## src/rtl/shift_rows_serial.sv

```systemverilog
// Byte-serial AES (Inv)ShiftRows stage. A two-bank ping-pong buffer lets one block fill
// while the other drains, emitting the row-shifted state with MixColumns column masks.
module shift_rows_serial #(
    parameter bit INVERSE = 1'b0
) (
    input  logic       clk,
    input  logic       rst_n,
    input  logic       flush,
    input  logic [7:0] in_byte,
    input  logic       in_valid,
    output logic       in_ready,
    output logic [7:0] out_byte,
    output logic       out_valid,
    input  logic       out_ready,
    output logic       out_last,
    output logic [7:0] out_col_mask
);

    // Read position 4c+r pulls row r from column (c +/- r) mod 4 of the stored block.
    function automatic logic [3:0] src_addr(input logic [3:0] ptr);
        logic [1:0] col_v;
        logic [1:0] row_v;
        logic [1:0] src_v;
        col_v = ptr[3:2];
        row_v = ptr[1:0];
        if (INVERSE) begin
            src_v = col_v - row_v;
        end else begin
            src_v = col_v + row_v;
        end
        return {src_v, row_v};
    endfunction

    // Row 0 of each column starts a fresh MixColumns accumulation.
    function automatic logic [7:0] col_mask(input logic [3:0] ptr);
        logic [7:0] mask_v;
        if (ptr[1:0] == 2'd0) begin
            mask_v = 8'h00;
        end else begin
            mask_v = 8'hFF;
        end
        return mask_v;
    endfunction

    logic [7:0] bank_r [2][16];
    logic       wr_bank_r;
    logic       rd_bank_r;
    logic [3:0] wr_ptr_r;
    logic [3:0] rd_ptr_r;
    logic [1:0] full_r;

    logic       in_fire_s;
    logic       out_fire_s;
    logic       wr_done_s;
    logic       rd_done_s;
    logic [1:0] full_nxt_s;

    assign in_ready     = !full_r[wr_bank_r];
    assign out_valid    = full_r[rd_bank_r];
    assign in_fire_s    = in_valid & in_ready;
    assign out_fire_s   = out_valid & out_ready;
    assign wr_done_s    = in_fire_s & (wr_ptr_r == 4'd15);
    assign rd_done_s    = out_fire_s & (rd_ptr_r == 4'd15);

    // Data path reads the draining bank directly so a byte leaves the cycle it is addressed.
    assign out_byte     = bank_r[rd_bank_r][src_addr(rd_ptr_r)];
    assign out_last     = (rd_ptr_r == 4'd15);
    assign out_col_mask = col_mask(rd_ptr_r);

    // Next bank-occupancy flags; a completed write and a completed read never hit the same bank.
    always_comb begin
        full_nxt_s = full_r;
        if (wr_done_s) begin
            full_nxt_s[wr_bank_r] = 1'b1;
        end else begin
            full_nxt_s = full_nxt_s;
        end
        if (rd_done_s) begin
            full_nxt_s[rd_bank_r] = 1'b0;
        end else begin
            full_nxt_s = full_nxt_s;
        end
    end

    // Pointer, bank-select and occupancy state; flush drops any in-flight block.
    always_ff @(posedge clk or negedge rst_n) begin
        if (!rst_n) begin
            wr_bank_r <= 1'b0;
            rd_bank_r <= 1'b0;
            wr_ptr_r  <= 4'd0;
            rd_ptr_r  <= 4'd0;
            full_r    <= 2'b00;
        end else if (flush) begin
            wr_bank_r <= 1'b0;
            rd_bank_r <= 1'b0;
            wr_ptr_r  <= 4'd0;
            rd_ptr_r  <= 4'd0;
            full_r    <= 2'b00;
        end else begin
            full_r <= full_nxt_s;
            if (in_fire_s) begin
                wr_ptr_r <= wr_ptr_r + 4'd1;
            end else begin
                wr_ptr_r <= wr_ptr_r;
            end
            if (wr_done_s) begin
                wr_bank_r <= ~wr_bank_r;
            end else begin
                wr_bank_r <= wr_bank_r;
            end
            if (out_fire_s) begin
                rd_ptr_r <= rd_ptr_r + 4'd1;
            end else begin
                rd_ptr_r <= rd_ptr_r;
            end
            if (rd_done_s) begin
                rd_bank_r <= ~rd_bank_r;
            end else begin
                rd_bank_r <= rd_bank_r;
            end
        end
    end

    // Block storage; contents survive flush, only the bookkeeping is discarded.
    always_ff @(posedge clk or negedge rst_n) begin
        if (!rst_n) begin
            for (int b = 0; b < 2; b++) begin
                for (int i = 0; i < 16; i++) begin
                    bank_r[b][i] <= 8'h00;
                end
            end
        end else if (in_fire_s && !flush) begin
            bank_r[wr_bank_r][wr_ptr_r] <= in_byte;
        end else begin
            bank_r <= bank_r;
        end
    end

endmodule

```

## config.mk

```make
export PLATFORM = sky130hd
export DESIGN_NAME = shift_rows_serial
export DESIGN_NICKNAME = d
export VERILOG_FILES = /design/src/rtl/shift_rows_serial.sv
export SDC_FILE = /design/constraint.sdc
export NUM_CORES = 1
export LEC_CHECK = 0
export CORE_UTILIZATION = 64
export CTS_BUF_LIST = sky130_fd_sc_hd__clkbuf_8
export CTS_CLUSTER_DIAMETER = 50
export CTS_CLUSTER_SIZE = 10
export DETAILED_ROUTE_END_ITERATION = 7
export GPL_ROUTABILITY_DRIVEN = 0
export PLACE_DENSITY = 0.82
export SYNTH_ARGS = -nofsm -noshare
export SYNTH_HDL_FRONTEND = slang
export SYNTH_SLANG_ARGS = --single-unit
```

## constraint.sdc

```tcl
create_clock -name clk -period 3.18 [get_ports clk]
set_input_delay 0.636 -clock clk [delete_from_list [all_inputs] [get_ports clk]]
set_output_delay 0.636 -clock clk [all_outputs]
set_load 0.05 [all_outputs]
```

Yosys cells after proc, flatten, opt, wreduce, memory -nomap -nowiden
Index checks and enable logic that the tools add are counted.
Widths: inputs -> output; s select.
{ "word_totals": {"register_bits": 268, "latch_bits": 0, "ramBits": 0, "rom_bits": 0, "output_inout_bits": 19, "n_memories": 0} }
{ "op_classes": {"n_addsub": 3, "mul": 0, "div": 0, "n_lt_le_gt_ge": 10, "eq_ne": 2, "n_shift": 0, "muxes": 31, "bitwise": 13, "n_reduce_logical": 12} }
{ "ops": {"columns": ["operator", "count"], "rows": [
  ["$mux 128", 4],
  ["$bwmux 256", 1],
  ["$demux 128 s1", 1],
  ["$bmux 8 s4", 1],
  ["$demux 8 s4", 1],
  ["$mux 8", 4],
  ["$mux 4", 4],
  ["$ge 5x5->1 const B", 2],
  ["$mux 1", 10],
  ["$not 4->5", 2],
  ["$add 4x1->4 const B", 2],
  ["$eq 4x4->1 const B", 2],
  ["$reduce_bool 2->1", 4],
  ["$mux 2", 3],
  ["$logic_and 1x1->1", 5],
  ["$lt 5x1->1 const B", 1],
  ["$and 1x1->1", 4],
  ["$ge 2x2->1 const B", 2],
  ["$lt 1x2->1 const B", 2],
  ["$not 1->2", 2],
  ["$add 2x2->2", 1],
  ["$and 2x2->2", 1],
  ["$demux 1 s1", 2],
  ["$ge 1x1->1 const B", 2],
  ["6 further kinds", 8]
]} }

Longest topological paths before layout
{ "logic_depth": {"ltp_word": 9, "ltp_mapped": 7} }

Least setup slack after synthesis
No wires, ideal clock.
{ "synth_timing": {"path_type": "flip-flop to output port", "startpoint": "register rd_ptr_r[0]", "endpoint": "output out_byte[3]", "arrival_time_ps": 2092, "required_ps": 2544, "slack_ps": 452, "stages_incl_launch_ff": 7, "n_path_buf": 1, "path_cell_list": "dfrtp_1 -> ha_1 -> xnor2_4 -> xnor2_2 -> buf_6 -> mux2_1 -> a221o_1"} }
{ "synth_between": {"elab_chain_cells": 5} }
{ "synth_lines": {"columns": ["element", "line_no", "text"], "rows": [
  ["from (decl)", "49", "logic [3:0] rd_ptr_r;"],
  ["from (signal assigned)", "112", "rd_ptr_r <= rd_ptr_r + 4'd1;"],
  ["from (signal assigned)", "114", "rd_ptr_r <= rd_ptr_r;"],
  ["$add 2x2->2", "29", "src_v = col_v + row_v;"],
  ["$not 4->5 (implied by the code) (*)", "66", "assign out_byte = bank_r[rd_bank_r][src_addr(rd_ptr_r)];"],
  ["$bmux 8 s4 (*)", "66", null],
  ["$mux 8 (implied by the code) (*) (2 in series)", "66", null],
  ["to (decl)", "12", "output logic [7:0] out_byte,"]
]} }
Mark *: on every way between the ends. The rest lies on a longest branch, timed or not. The select of a mux whose other input is x is not followed.

Worst setup path after layout
{ "layout_timing": {"startpoint": "register rd_bank_r", "endpoint": "output out_byte[4]"} }
{ "layout_between": {"elab_chain_cells": 7} }
{ "layout_lines": {"columns": ["element", "line_no", "text"], "rows": [
  ["from (decl)", "47", "logic rd_bank_r;"],
  ["from (signal assigned)", "117", "rd_bank_r <= ~rd_bank_r;"],
  ["from (signal assigned)", "119", "rd_bank_r <= rd_bank_r;"],
  ["$not 1->2 (implied by the code)", "66", null],
  ["$mux 128 (implied by the code) (3 in series)", "66", null],
  ["$bmux 8 s4", "66", null],
  ["$mux 8 (implied by the code) (2 in series)", "66", null]
]} }
Every way passes these cells. The select of a mux whose other input is x is not followed.

==> results.toml <==
[setup_path]
criticalPathCategory = "register to output port"
endpoint_kind = "output port"
cp-start-kind = "register"
worst_ep_required_time_ns = 2.54
crit_arrival_ns = 2.85
path_max_fanout = 11

[clocking]
clock_latency_ns = 0.59
path_clk_slew_ns = 0.08
numCtsBuffers = 31
ctsHoldBuffers = 0
cts_tree = "done"
cts_max_path_buffers = 3
root_buffer = "clkbuf_8"
clock_sinks = 268
cts.htree.levels = 1

[synth]
synth-seq-cells = 268
synth_top_area_cell = "dfrtp_1"
ys_seq_area_share_pct = 53.4
synth_cell_type_count = 43
syn-num-nets = 848
yosys.area.top_type_share_pct = 53.4
synthTopCellsByArea = "dfrtp_1 (53%), mux2_2 (22%), mux4_2 (9.0%)"
yosys_warnings = 0
syn_area_sq_um = 12600
synth_cells = 828
syn_area_per_cell_sq_um = 15.2

[grt]
grt_pass1_vias = 8165
grt_max_degree = 73
grt-ovfl-total = 0
grt.total_usage_pct = 31.0
antenna_found_initial = 0
grt_pass1_wl_um = 46400

[sta]
tns_ns = -1.49
finalHoldViolations = 0
skew_ns = 0.0274
hold_ws_ns = 0.0136
tightest_slew_ns = 0.602
fin_crit_ns = 3.49
setup_ws_ns = -0.305
slew_headroom_pct = 59.3
max_freq_mhz = 287
setup_viol = 8
rsz0062_at_grt = "yes"
slew_violations = 0
fin_crit_sh_pct = 110

[power_and_ir_drop]
max-vdd-ir-drop_uv = 330
p_leak_uw = 0.00697
powerDensity_nw_per_um2 = 452

[detailed_routing]
ant_nets = 0
wl_per_cell_um = 26.6
drt_iter0_drc = 694
dr.pass1.iters = 5
dr_total_vias = 7607
wirelength_um = 30400
vias_per_cell = 6.64
drc = 0

[place]
io_buffers = 31
place_hpwl_um = 18900

[run_status]
status = "finished with violations"
violations = "setup timing"

[die]
placement_rows = 50
die-area_sq_um = 20200
dieWidth_um = 142
core_sq_um = 19000
start_util_pct = 66.3
die_y_um = 142
ioPinCount = 32

[cells_and_area]
areaGrowthSynthToFinish_pct = 13.8
final_layout_size_suffix_gt1_share_pct = 49.4
diodes = 0
finalNetCount = 901

[job]
cap_violations = 0

[min_path]
hold_path.class = "primary input to asynchronous set/reset pin"
==> placed cells by master (no fill, tap or decap), types with 3 or more instances in the layout <==
cell type / Yosys / routed
mux4_2: 50 / 52
nor2b_1: 4 / 4
a2111oi_2: 0 / 4
nor3_1: 13 / 9
ha_1: 7 / 6
nand2_2: 4 / 4
and3_1: 4 / 4
dfrtp_1: 268 / 265
clkdlybuf4s50_1: 0 / 11
mux2i_1: 11 / 6
mux4_1: 10 / 8
inv_1: 4 / 6
o22ai_1: 6 / 6
mux2_2: 243 / 238
o21ai_0: 5 / 5
clkbuf_8: 0 / 32
buf_4: 12 / 44
mux2_4: 0 / 9
dfrtp_2: 0 / 3
a221o_1: 6 / 6
xor2_1: 5 / 5
buf_6: 2 / 7
clkbuf_16: 0 / 4
nand3_1: 6 / 6
nor3_4: 1 / 3
nor2_1: 10 / 10
mux2i_2: 0 / 3
nand2_1: 34 / 34
and2_1: 5 / 5
nand2b_1: 4 / 4
buf_12: 0 / 17
mux2_1: 34 / 30
xnor2_1: 3 / 3
==> per-stage QoR <==
stage,power (uW),utilization [%],cells,setup WS [ns],instance area (sq um)
after floorplan,4040,-,828,0.452,12600
after global placement,4280,70.1,1087,0.0508,13300
after detailed placement,4310,70.1,1087,0.0415,13300
after CTS,6440,74.2,1135,-0.252,14100
after global routing,6670,75.4,1145,-0.355,14300
final,6460,75.4,1145,-0.305,14300
==> Yosys cell counts, drive strengths merged <==
cell     number
o21ai         5
a221o         6
nor4b         1
ha            7
nand2b        4
a2111oi       6
a21oi         2
dfrtp       268
xor2          5
nor2         10
inv           6
nand4bb       1
buf          23
nor2b         4
a211oi        1
a41oi         1
mux2        277
a22oi         1
nand2        38
and2          6
o21a          2
o221ai        2
o22ai         6
clkbuf       45
nor3         14
nand3         6
mux4         60
nor3b         1
and3          4
xnor2         5
mux2i        11
==> cell type report <==
class	instances	area, sq um
clock inverters	5	52.6
multi-input cells	486	5680
repair buffers	88	1050
clock buffers	32	440
well taps	260	325
inverters	6	27.5
flip-flops and latches	268	6710
fillers	1087	4660
==> worst paths after layout <==
check | startpoint | endpoint | slack [ns] | cells past startpoint
max | rd_bank_r | out_byte[4] | -0.31 | 7
min | rst_n | bank_r[43] | 0.01 | 1
max reg2reg | wr_bank_r | bank_r[0] | 0.87 | 4
min reg2reg | bank_r[6] | bank_r[6] | 0.49 | 1
max in group asynchronous | rst_n | rd_bank_r | 2.25 | 2
min in group clk | bank_r[6] | bank_r[6] | 0.49 | 1
==> per-layer routing <==
metal  vias up  global-route usage (%)  share of wire, %
li1       3153                       -                 -
met1      4083                    42.1                41
met2       307                    51.7                49
met3        64                    5.28               7.2
met4         0                    9.28               2.4
met5         -                       0                 0
==> worst max-delay path, stage by stage, from the launching register on <==
cell       delay (ns)
dfrtp_2          0.47
buf_4            0.16
clkbuf_16        0.18
mux4_2           0.52
nor3_1           0.30
a2111oi_2        0.14
a221o_1          0.33
buf_6            0.17
==> state kept, by name, indices dropped and copies added, names as in the netlist <==
signal	count
bank_r	256
rd_ptr_r	4
wr_ptr_r	4
full_r	2
rd_bank_r	1
wr_bank_r	1
==> logic make-up after synthesis <==
family                   after synthesis  synth area share, %
multiplexers                         348                 36.8
flip-flops                           268                 53.4
AND/OR/NAND/NOR                       89                 3.52
buffers and inverters                 74                 2.79
AO/OA/AOI/OAI                         32                 1.92
XOR/XNOR                              10                0.907
adder cells (fa/ha/maj)                7                0.697
==> power by group <==
group,leakage [uW],internal (uW),switching (uW)
registers,0.00369,3540,79.1
clock network,0.000255,980,1150
logic,0.00302,321,394
total,0.00697,4840,1620
==> timing repair <==
action,in CTS,in global routing
setup buffers,9,6
pin swaps,9,10
setup endpoints to repair,8,9
resized for setup,42,21
gates cloned,2,5
No activity file was read; power rests on OpenSTA's default activity.
